--- src/rtl/sdram_arbiter_if.sv ---
// Single-word Avalon-MM port bundle shared by the arbiter's master-facing and SDRAM-facing sides.
// The master modport issues commands; the slave modport answers with waitrequest and read data.
interface sdram_arbiter_if #(
    parameter int unsigned ADDR_W     = 32,
    parameter int unsigned DATA_BYTES = 4
);
    logic [ADDR_W-1:0]       address;
    logic                    read;
    logic                    write;
    logic [8*DATA_BYTES-1:0] writedata;
    logic [DATA_BYTES-1:0]   byteenable;
    logic                    waitrequest;
    logic [8*DATA_BYTES-1:0] readdata;
    logic                    readdatavalid;

    modport master (
        output address, read, write, writedata, byteenable,
        input  waitrequest, readdata, readdatavalid
    );

    modport slave (
        input  address, read, write, writedata, byteenable,
        output waitrequest, readdata, readdatavalid
    );
endinterface

--- src/rtl/sdram_arbiter.sv ---
// Two-master round-robin arbiter for the single SDRAM Avalon-MM port, one transfer in flight.
// Define SDRAM_ARB_FIXED_PRIO_EN to let master 0 (video) win every tie.
module sdram_arbiter #(
    parameter int unsigned ADDR_W     = 32,
    parameter int unsigned DATA_BYTES = 4
) (
    input  logic             sys_clk,
    input  logic             sys_rst,
    sdram_arbiter_if.slave   m0,
    sdram_arbiter_if.slave   m1,
    sdram_arbiter_if.master  s,
    output logic [1:0]       grant
);
    localparam int unsigned DW = 8 * DATA_BYTES;

    typedef enum logic [1:0] {StIdle, StGrant, StWaitRd} state_e;

    state_e                state_q, state_d;
    logic                  owner_q, owner_d;
    logic                  last_q, last_d;
    logic                  is_rd_q, is_rd_d;
    logic [ADDR_W-1:0]     addr_q, addr_d;
    logic [DW-1:0]         wdata_q, wdata_d;
    logic [DATA_BYTES-1:0] be_q, be_d;

    logic req0, req1, pick, in_grant, accept, rd_fwd;

    assign req0     = m0.read | m0.write;
    assign req1     = m1.read | m1.write;
    assign in_grant = (state_q == StGrant);
    assign accept   = in_grant & ~s.waitrequest;

    always_comb begin
        pick = ~req0;
        if (req0 && req1) begin
`ifdef SDRAM_ARB_FIXED_PRIO_EN
            pick = 1'b0;
`else
            pick = ~last_q;
`endif
        end
    end

    always_comb begin
        state_d = state_q;
        owner_d = owner_q;
        last_d  = last_q;
        is_rd_d = is_rd_q;
        addr_d  = addr_q;
        wdata_d = wdata_q;
        be_d    = be_q;
        unique case (state_q)
            StIdle: begin
                if (req0 || req1) begin
                    // Latch the winner's command so a master dropping out mid-grant can't corrupt it.
                    state_d = StGrant;
                    owner_d = pick;
                    is_rd_d = pick ? m1.read : m0.read;
                    addr_d  = pick ? m1.address : m0.address;
                    wdata_d = pick ? m1.writedata : m0.writedata;
                    be_d    = pick ? m1.byteenable : m0.byteenable;
                end
            end
            StGrant: begin
                if (accept) begin
                    last_d  = owner_q;
                    state_d = (is_rd_q && !s.readdatavalid) ? StWaitRd : StIdle;
                end
            end
            StWaitRd: begin
                if (s.readdatavalid) state_d = StIdle;
            end
            default: state_d = StIdle;
        endcase
    end

    always_ff @(posedge sys_clk or posedge sys_rst) begin
        if (sys_rst) begin
            state_q <= StIdle;
            owner_q <= 1'b0;
            last_q  <= 1'b1;
            is_rd_q <= 1'b0;
            addr_q  <= '0;
            wdata_q <= '0;
            be_q    <= '0;
        end else begin
            state_q <= state_d;
            owner_q <= owner_d;
            last_q  <= last_d;
            is_rd_q <= is_rd_d;
            addr_q  <= addr_d;
            wdata_q <= wdata_d;
            be_q    <= be_d;
        end
    end

    assign s.address    = in_grant ? addr_q : '0;
    assign s.writedata  = in_grant ? wdata_q : '0;
    assign s.byteenable = in_grant ? be_q : '0;
    assign s.read       = in_grant & is_rd_q;
    assign s.write      = in_grant & ~is_rd_q;

    assign grant = (state_q == StIdle) ? 2'b00 : (owner_q ? 2'b10 : 2'b01);

    assign m0.waitrequest = ~(accept & ~owner_q);
    assign m1.waitrequest = ~(accept & owner_q);

    // Zero-latency slaves return data in the accept cycle itself.
    assign rd_fwd = s.readdatavalid & ((state_q == StWaitRd) | (accept & is_rd_q));

    assign m0.readdata      = s.readdata;
    assign m1.readdata      = s.readdata;
    assign m0.readdatavalid = rd_fwd & ~owner_q;
    assign m1.readdatavalid = rd_fwd & owner_q;

`ifdef SIMULATION
    a_m0_rw: assert property (@(posedge sys_clk) disable iff (sys_rst) !(m0.read && m0.write))
        else $error("m0 asserted read and write together");
    a_m1_rw: assert property (@(posedge sys_clk) disable iff (sys_rst) !(m1.read && m1.write))
        else $error("m1 asserted read and write together");
    a_rdv: assert property (@(posedge sys_clk) disable iff (sys_rst)
        s.readdatavalid |-> (state_q inside {StGrant, StWaitRd}))
        else $error("SDRAM readdatavalid with no read outstanding");
`endif
endmodule
--- src/flat_wrapper.sv ---
// flat-port wrapper written by rule: the top's interface ports become plain ports
module sdram_arbiter_flat 
#(
    parameter int unsigned ADDR_W     = 32,
    parameter int unsigned DATA_BYTES = 4
)
  (sys_clk, sys_rst, grant, m0_address, m0_read, m0_write, m0_writedata, m0_byteenable, m0_waitrequest, m0_readdata, m0_readdatavalid, m1_address, m1_read, m1_write, m1_writedata, m1_byteenable, m1_waitrequest, m1_readdata, m1_readdatavalid, s_address, s_read, s_write, s_writedata, s_byteenable, s_waitrequest, s_readdata, s_readdatavalid);
  sdram_arbiter_if #(.ADDR_W(ADDR_W), .DATA_BYTES(DATA_BYTES)) m0_i ();
  sdram_arbiter_if #(.ADDR_W(ADDR_W), .DATA_BYTES(DATA_BYTES)) m1_i ();
  sdram_arbiter_if #(.ADDR_W(ADDR_W), .DATA_BYTES(DATA_BYTES)) s_i ();
  input  logic sys_clk;
  input  logic sys_rst;
  output logic [1:0] grant;
  input wire logic [$bits(m0_i.address)-1:0] m0_address;
  input wire logic [$bits(m0_i.read)-1:0] m0_read;
  input wire logic [$bits(m0_i.write)-1:0] m0_write;
  input wire logic [$bits(m0_i.writedata)-1:0] m0_writedata;
  input wire logic [$bits(m0_i.byteenable)-1:0] m0_byteenable;
  output wire logic [$bits(m0_i.waitrequest)-1:0] m0_waitrequest;
  output wire logic [$bits(m0_i.readdata)-1:0] m0_readdata;
  output wire logic [$bits(m0_i.readdatavalid)-1:0] m0_readdatavalid;
  input wire logic [$bits(m1_i.address)-1:0] m1_address;
  input wire logic [$bits(m1_i.read)-1:0] m1_read;
  input wire logic [$bits(m1_i.write)-1:0] m1_write;
  input wire logic [$bits(m1_i.writedata)-1:0] m1_writedata;
  input wire logic [$bits(m1_i.byteenable)-1:0] m1_byteenable;
  output wire logic [$bits(m1_i.waitrequest)-1:0] m1_waitrequest;
  output wire logic [$bits(m1_i.readdata)-1:0] m1_readdata;
  output wire logic [$bits(m1_i.readdatavalid)-1:0] m1_readdatavalid;
  output wire logic [$bits(s_i.address)-1:0] s_address;
  output wire logic [$bits(s_i.read)-1:0] s_read;
  output wire logic [$bits(s_i.write)-1:0] s_write;
  output wire logic [$bits(s_i.writedata)-1:0] s_writedata;
  output wire logic [$bits(s_i.byteenable)-1:0] s_byteenable;
  input wire logic [$bits(s_i.waitrequest)-1:0] s_waitrequest;
  input wire logic [$bits(s_i.readdata)-1:0] s_readdata;
  input wire logic [$bits(s_i.readdatavalid)-1:0] s_readdatavalid;
  assign m0_i.address = m0_address;
  assign m0_i.read = m0_read;
  assign m0_i.write = m0_write;
  assign m0_i.writedata = m0_writedata;
  assign m0_i.byteenable = m0_byteenable;
  assign m0_waitrequest = m0_i.waitrequest;
  assign m0_readdata = m0_i.readdata;
  assign m0_readdatavalid = m0_i.readdatavalid;
  assign m1_i.address = m1_address;
  assign m1_i.read = m1_read;
  assign m1_i.write = m1_write;
  assign m1_i.writedata = m1_writedata;
  assign m1_i.byteenable = m1_byteenable;
  assign m1_waitrequest = m1_i.waitrequest;
  assign m1_readdata = m1_i.readdata;
  assign m1_readdatavalid = m1_i.readdatavalid;
  assign s_address = s_i.address;
  assign s_read = s_i.read;
  assign s_write = s_i.write;
  assign s_writedata = s_i.writedata;
  assign s_byteenable = s_i.byteenable;
  assign s_i.waitrequest = s_waitrequest;
  assign s_i.readdata = s_readdata;
  assign s_i.readdatavalid = s_readdatavalid;
  sdram_arbiter #(.ADDR_W(ADDR_W), .DATA_BYTES(DATA_BYTES)) u_core (.sys_clk(sys_clk), .sys_rst(sys_rst), .m0(m0_i), .m1(m1_i), .s(s_i), .grant(grant));
endmodule
--- config.mk ---
export PLATFORM = sky130hd
export DESIGN_NAME = sdram_arbiter_flat
export DESIGN_NICKNAME = d
export VERILOG_FILES = /design/src/rtl/sdram_arbiter_if.sv /design/src/rtl/sdram_arbiter.sv /design/src/flat_wrapper.sv
export SDC_FILE = /design/constraint.sdc
export NUM_CORES = 1
export LEC_CHECK = 0
export ABC_AREA = 1
export BUFFER_PORTS_ARGS = -buffer_cell sky130_fd_sc_hd__buf_2
export CAP_MARGIN = 20
export CORE_AREA = 2 2 122 124
export DETAILED_ROUTE_END_ITERATION = 10
export DIE_AREA = 0 0 124 126
export PLACE_DENSITY = 0.73
export SETUP_SLACK_MARGIN = 0.5
export SLEW_MARGIN = 20
export SYNTH_ARGS = -nofsm -noshare
export SYNTH_HDL_FRONTEND = slang
export SYNTH_SLANG_ARGS = --single-unit
--- constraint.sdc ---
create_clock -name sys_clk -period 2.5 [get_ports sys_clk]
set_input_delay 0.25 -clock sys_clk [delete_from_list [all_inputs] [get_ports sys_clk]]
set_output_delay 0.25 -clock sys_clk [all_outputs]
set_load 0.1 [all_outputs]
**Word level (Yosys, flattened, before mapping)**

Index checks and enable logic that the tools add are counted.

- Bits in registers: 73
- Latch bits: 0
- RAM bits: 0
- Bits in read-only memories: 0
- Input port bits: 176
- Logic and storage cells: 54
- Memories kept: 0

- Add/sub/neg operators: 0
- Multipliers: 0
- Div/mod/pow operators: 0
- Order comparisons: 0
- Equality and inequality tests: 5
- Shifts and indexed selects: 0
- Multiplexer cells: 15
- Bitwise gates (word level): 19
- Reduce and logical (&&, ||, !) cells: 8

Operator list:

| kind | count |
|---|---|
| 32-bit 2-to-1 mux | 4 |
| 2-bit 2-to-1 mux | 6 |
| 1-bit bitwise AND | 9 |
| 4-bit 2-to-1 mux | 2 |
| 1-bit NOT | 7 |
| 2-bit case mux with 3 select lines | 1 |
| 2-bit != test, second input constant | 2 |
| 2-bit AND reduction | 2 |
| 1-bit bitwise OR | 3 |
| 3-bit AND reduction | 1 |
| 2-bit by 1-bit == test with 1-bit output, second input constant | 1 |
| 2-bit == test, second input constant | 1 |
| 1-bit logical AND | 2 |
| 2-bit zero test | 1 |
| 1-bit 2-to-1 mux | 2 |
| 2-bit by 1-bit != test with 1-bit output, second input constant | 1 |
| 1-bit zero test | 1 |
| 1-bit logical OR | 1 |

**Depth between registers and ports, before layout**

Gate-level depths: netlist (run 1).

- Word-level depth: 6
- Gate-level depth with buffers: 7
- Mapped depth without buffers: 7

**Least setup slack after synthesis (run 1)**

Ideal clock, no wire load.

- Path type: register to output
- Start point: register u_core.state_q[1]
- End point: output m0_readdatavalid
- Arrival time: 2.174 ns
- Setup slack: 0.076 ns
- Stages on the path, launching flop included: 8
- Buffers on the path: 0
- Cell sequence: dfrtp_1 > inv_1 > nand2_1 > nor2_1 > nand2_1 > nand2_1 > nand2_1 > nor2_1

- Cells in the longest elaborated chain, start to end: 6

Ends and longest elaborated chain:

| element | RTL line | RTL |
|---|---|---|
| start: declaration | sdram_arbiter.sv:18 | `state_e state_q, state_d;` |
| start signal: assignment | sdram_arbiter.sv:79 | `state_q <= StIdle;` |
| start signal: assignment | sdram_arbiter.sv:87 | `state_q <= state_d;` |
| 2-bit by 1-bit == test with 1-bit output | sdram_arbiter.sv:30 | `assign in_grant = (state_q == StGrant);` |
| 1-bit bitwise AND | sdram_arbiter.sv:31 | `assign accept = in_grant & ~s.waitrequest;` |
| 1-bit bitwise AND | sdram_arbiter.sv:109 | `assign rd_fwd = s.readdatavalid & ((state_q == StWaitRd) \| (accept & is_rd_q));` |
| 1-bit bitwise OR * | sdram_arbiter.sv:109 |  |
| 1-bit bitwise AND * | sdram_arbiter.sv:109 |  |
| 1-bit bitwise AND * | sdram_arbiter.sv:113 | `assign m0.readdatavalid = rd_fwd & ~owner_q;` |
| end: declaration | flat_wrapper.sv:21 | `output wire logic [$bits(m0_i.readdatavalid)-1:0] m0_readdatavalid;` |

Mark *: on every way between the ends. The rest lies on a longest branch, timed or not.

**Worst setup path in the final report (run 1)**

- Start point: register u_core.state_q[1]
- End point: output m1_readdatavalid

- Cells in the longest elaborated chain, start to end: 6

Ends and longest elaborated chain:

| element | RTL line | RTL |
|---|---|---|
| 2-bit by 1-bit == test with 1-bit output | sdram_arbiter.sv:30 |  |
| 1-bit bitwise AND | sdram_arbiter.sv:31 |  |
| 1-bit bitwise AND | sdram_arbiter.sv:109 |  |
| 1-bit bitwise OR * | sdram_arbiter.sv:109 |  |
| 1-bit bitwise AND * | sdram_arbiter.sv:109 |  |
| 1-bit bitwise AND * | sdram_arbiter.sv:114 | `assign m1.readdatavalid = rd_fwd & owner_q;` |
| end: declaration | flat_wrapper.sv:29 | `output wire logic [$bits(m1_i.readdatavalid)-1:0] m1_readdatavalid;` |

Marks and branches as above.

==> results of run 1 <==
-- critical path, cell delays in order (launching register included) --
cell     delay, ps
dfrtp_1        370
inv_1          100
nand2_4        150
nor2_4         150
nand2_1         60
nand2_1         50
nand2_1         80
nor2_1         200
buf_12         210
-- synth_stat cells (2+ instances only) --
master	count
buf_2	21
o21ai_0	4
inv_1	211
buf_1	3
nor2_1	78
dfrtp_1	72
clkbuf_1	16
inv_2	2
nand3_1	137
buf_4	66
nand2_1	218
-- repair_timing --
action	4_1_cts	5_1_grt
endpoints found under the hold margin	0	0
setup buffers	0	0
setup endpoints to repair	32	51
resized for setup	31	37
-- layout by cell type, fill, tap and decap left out --
master,count
dfrtp_1,72
clkinv_2,3
o21ai_4,1
buf_2,153
dfstp_2,1
clkbuf_1,1
clkinvlp_4,2
nand2_2,2
o21ai_0,4
buf_12,5
buf_6,1
nor2_4,1
inv_1,210
nand2_1,216
o211ai_1,1
clkbuf_16,9
nand3_1,137
or2_2,1
clkbuf_4,34
nor2_2,70
buf_4,39
nand2_4,1
nor2_1,7
bufinv_16,2
inv_2,2
-- worst min-delay path by stage --
stage,slack (ps),start,end,cells after the start
floorplan,360,s_readdatavalid,u_core.state_q[1],1
global placement,460,sys_rst,u_core.be_q[3],2
detailed placement,470,sys_rst,u_core.addr_q[18],2
CTS,110,sys_rst,u_core.wdata_q[10],2
global route,140,sys_rst,u_core.addr_q[18],2
finish,70,sys_rst,u_core.addr_q[18],2
-- per-stage QoR --
stage	hold slack (ps)	util, %	setup slack, ps
3_5_place_dp	465	43.0	655
3_3_place_gp	456	43.0	691
2_1_floorplan	357	-	75.9
5_1_grt	139	46.4	431
4_1_cts	109	45.7	488
6_report	67.7	46.4	546
-- final cells by class --
cell class	count	share of cell area, %
clock inverter	6	1.24
timing repair buffer	232	21.5
inverter	213	12.1
clock buffer	10	3.45
multi-input combinational	441	30.8
tap	184	3.47
sequential	73	27.5
-- flip-flops by register name, summed over array words and instances, names as in the netlist --
name	count
u_core.state_q	2
u_core.is_rd_q	1
u_core.be_q	4
u_core.last_q	1
u_core.wdata_q	32
u_core.owner_q	1
u_core.addr_q	32
-- routing by layer --
| layer | part of all wire [%] | routed length (um) | up-vias | GRT usage [%] |
|---|---|---|---|---|
| li1 | - | - | 2610 | - |
| met5 | 0 | 0 | - | 0 |
| met3 | 6.6 | 927 | 30 | 3.62 |
| met2 | 49 | 6810 | 201 | 30.7 |
| met1 | 42 | 5930 | 2327 | 22.1 |
| met4 | 2.5 | 355 | 0 | 6.61 |
-- cell families after synthesis --
group,Yosys count
compound gates,6
buf+inv,319
flops,73
simple gates,435
==> flow_summary.json, run 1 <==
{
  "outcome": "completed",
  "setup-violations-final": 0,
  "setup-tns-final_ps": 0,
  "cts_sinks": 73,
  "r2r_start": "u_core.last_q",
  "gpl.final_weighted_congestion": 0.801,
  "cts_tree": "done",
  "post-route-min-period_ps": 1950,
  "grt_pass1_wl_mm": 22.3,
  "overflow": 0,
  "netlist.top_cell.by_area": "dfrtp_1",
  "path_clk_slew_ps": 60,
  "final-instance-count-excl-fill": 1159,
  "crit_start": "u_core.state_q[1]",
  "r2r_end": "u_core.addr_q[26]",
  "syn_to_final_growth_pct": 29.1,
  "io_pins": 316,
  "antenna_found_initial": 0,
  "hold_violations": 0,
  "core_area_sq_mm": 0.0143,
  "clock_path_buffers": 2,
  "drc_errors": 0,
  "dpl_cell_area_sq_mm": 0.00616,
  "cp_max_fo": 11,
  "ant_nets": 0,
  "vias": 5168,
  "rr_worst_depth": 6,
  "fin_skew_ps": 11.0,
  "synthAdderAreaFrac_pct": 0,
  "track_usage_pct": 17.9,
  "yosysSeqAreaShare_pct": 35.5,
  "slew_headroom_pct": 45.9,
  "arrival_ps": 1700,
  "syn-cell-area_sq_mm": 0.00514,
  "fin_crit_sh_pct": 78.2,
  "die_h_um": 126,
  "diodes": 0,
  "crit_required_ps": 2250,
  "dpl.cell_count": 1143,
  "totalWireLength_mm": 14.0,
  "synth_compound_area_share_pct": 0.705,
  "rows": 44,
  "maxCapViolations": 0,
  "reg2reg_slack_ps": 790,
  "crit_path_end": "m1_readdatavalid",
  "grt_max_degree": 69,
  "fin_area_sq_mm": 0.00664,
  "vias_per_cell": 4.46,
  "multi_input_area_sq_mm": 0.00205,
  "start_util_pct": 35.9,
  "drive_gt1_share_pct": 33.5,
  "n_fill_cell": 1520,
  "startpoint_type": "register",
  "firstDrtPassIters": 5,
  "nNetsFinal": 1146,
  "netlist-cell-type-count": 16,
  "synthArstFlopShare_pct": 100,
  "syn_area_per_cell_sq_um": 6.18,
  "grt_pass1_vias": 4717,
  "synth.top_cells.by_area": "dfrtp_1 35%, nand2_1 16%, inv_1 15%",
  "syn_nets": 1009,
  "fmax_ghz": 0.512,
  "numPortBuffers": 219,
  "synthSimpleGateAreaFrac_pct": 35.2,
  "dp_hpwl_mm": 10.2,
  "criticalPathCategory": "register to output port",
  "tightest_slew_ps": 810,
  "hold_buffers": 0,
  "synthCells": 833,
  "insertion_delay_ps": 330,
  "synth_ff_type": "dfrtp_1",
  "yosysWarnings": 0,
  "crit_path_end_kind": "output port",
  "cts-htree-levels": 3,
  "cts_root_buf": "clkbuf_16",
  "die_width_um": 124,
  "slew_viol_final": 0,
  "synth_edf_count": 0,
  "die_area_sq_mm": 0.0156,
  "hp-class": "input pin to asynchronous set/reset pin",
  "seqCellArea_sq_mm": 0.00183,
  "netlist.area_leader.share_pct": 35.0,
  "synth-xor-area-share_pct": 0,
  "ys_seq_elements": 73,
  "synthMuxAreaShare_pct": 0,
  "synth_top_family_by_area": "simple AND/OR/NAND/NOR gates",
  "dr.first_iter.drc_count": 259,
  "rsz0062_at_grt": "true",
  "numCtsBuffers": 9,
  "routedWlPerCell_um": 12.1
}
Power of run 1 is left out: the tool's default activity adds up to more than one toggle a clock period on the data nets, which glitch-free logic cannot reach.
==> run 2: changes to the inputs <==
Settings changed: CORE_AREA 2 2 122 124 to 2 2 124 126, DIE_AREA 0 0 124 126 to 0 0 126 128, PLACE_DENSITY 0.73 to 0.74.
Clock period 2.5 ns to 1.7 ns, I/O delays scaled along.
==> run 2 against run 1 <==
Routed wire length is 11% higher. Critical path depth is 3 lower. Final cell count is 0.86% higher. Non-clock buffer count is 6 higher. Core utilization is 6.9 points higher. Via count is 1.4% higher. Register-to-register slack worse by 570 ps. Worst setup slack worse by 530 ps. Critical path type unchanged. Critical endpoint is now s_write. Largest cell class is now non-clock buffers.
==> flow_summary.json, run 2 (synthesis results as in run 1) <==
{
  "maxCapViolations": 0,
  "crit_path_end_kind": "output port",
  "fin_skew_ps": 5.62,
  "reg2reg_slack_ps": 220,
  "cp_max_fo": 25,
  "cts-htree-levels": 3,
  "min_path_cells": 2,
  "post-route-min-period_ps": 1680,
  "worstHoldStart": "s_readdatavalid",
  "drive_gt1_share_pct": 34.6,
  "hp-class": "input pin to register",
  "cts_sinks": 73,
  "slew_viol_final": 0,
  "antenna_found_initial": 0,
  "dr.first_iter.drc_count": 220,
  "grt_pass1_wl_mm": 25.1,
  "insertion_delay_ps": 320,
  "gpl.final_weighted_congestion": 0.799,
  "start_util_pct": 34.6,
  "crit_required_ps": 1530,
  "tightest_slew_ps": 644,
  "final_common_cell": "nand2_1",
  "fin_crit_sh_pct": 99.0,
  "io_pins": 316,
  "top_regs": "u_core.addr_q x32, u_core.wdata_q x32, u_core.be_q x4",
  "outcome": "completed",
  "syn_to_final_growth_pct": 54.1,
  "routedWlPerCell_um": 13.4,
  "fin_ws_ps": 17.2,
  "die_width_um": 126,
  "vias_per_cell": 4.48,
  "path_clk_slew_ps": 60,
  "hold_violations": 0,
  "clock_path_buffers": 2,
  "vias": 5240,
  "die_area_sq_mm": 0.0161,
  "whs_endpoint": "u_core.state_q[1]",
  "criticalPathCategory": "register to output port",
  "rr_worst_depth": 7,
  "drc_errors": 0,
  "r2r_end": "u_core.addr_q[12]",
  "n_fill_cell": 1397,
  "dp_hpwl_mm": 11.3,
  "startpoint_type": "register",
  "grt_pass1_vias": 5222,
  "fmax_ghz": 0.594,
  "diodes": 0,
  "cts_root_buf": "clkbuf_16",
  "numCtsBuffers": 9,
  "firstDrtPassIters": 4,
  "overflow": 0,
  "cts_tree": "done",
  "arrival_ps": 1510,
  "setup-violations-final": 0,
  "core_area_sq_mm": 0.0149,
  "nNetsFinal": 1152,
  "dp_worst_setup_slack_ps": 175,
  "die_h_um": 128,
  "track_usage_pct": 19.4,
  "slew_headroom_pct": 57.0,
  "numPortBuffers": 219,
  "rows": 45,
  "final_cell_mix": "213 x nand2_1, 209 x inv_1, 143 x buf_2",
  "ant_nets": 0,
  "totalWireLength_mm": 15.6,
  "rsz0062_at_grt": "true",
  "r2r_start": "u_core.state_q[1]",
  "grt_max_degree": 71
}
## run 2: cell types whose count changed in the layout (fill, tap and decap cells not counted), moves of 2 or more
cell | before | now
nor2_1 | 7 | 4
buf_8 | 0 | 2
nor2_2 | 70 | 41
buf_4 | 39 | 7
clkinv_2 | 3 | 0
buf_2 | 153 | 143
nand2_1 | 216 | 213
nand2_4 | 1 | 3
buf_12 | 5 | 84
nor2_4 | 1 | 33
clkbuf_4 | 34 | 0
## run 2: cell type report
type                       instances  area (sq um)  share of cell area [%]
multi-input combinational        441          2230                    28.2
inverter                         213           803                    10.1
timing repair buffer             238          2500                    31.6
tap                              188           235                    2.97
clock inverter                     4          76.3                   0.963
sequential                        73          1830                    23.1
clock buffer                      12           246                    3.11
## run 2: worst max path at each step
stage	startpoint	endpoint	slack [ps]	cells past startpoint
2_1_floorplan	u_core.state_q[1]	s_address[14]	-450	4
3_3_place_gp	u_core.state_q[0]	s_address[14]	210	4
3_5_place_dp	u_core.state_q[0]	s_address[20]	180	4
4_1_cts	u_core.state_q[1]	m1_readdatavalid	-7	8
5_1_grt	u_core.state_q[1]	m1_readdatavalid	-100	8
6_report	u_core.state_q[1]	s_write	20	5
## run 2: repair_timing
action	4_1_cts	5_1_grt
hold buffers	1	0
setup endpoints to repair	148	149
hold endpoints to repair	24	0
resized for setup	68	5
pin swaps	2	3
setup buffers	1	2
## run 2: through the flow
stage               hold slack [ps]  setup TNS [ps]  instances  cell area [sq um]  util [%]
global placement                297               0       1149               7340      49.4
floorplan                       277          -21950        833               5360         -
global route                   91.4           -1210       1169               7930      53.3
detailed placement              305               0       1149               7340      49.4
CTS                            87.7           -16.2       1167               7890      53.1
finish                          109               0       1169               7930      53.3
## run 2: metal layers
| layer | routed length (um) | share of wire (%) | track usage [%] |
|---|---|---|---|
| met5 | 0 | 0 | 0 |
| met4 | 514 | 3.3 | 8.21 |
| met3 | 905 | 5.8 | 4.09 |
| met2 | 7850 | 50 | 34.7 |
| met1 | 6350 | 41 | 22.4 |
## run 2: critical path, cell delays in order, from the launching register on
cell and delay (ps):
dfrtp_1 390, inv_2 80, nand2_4 80, buf_8 210, nor2_1 210, buf_12 200
Power of run 2 is left out for the same reason.
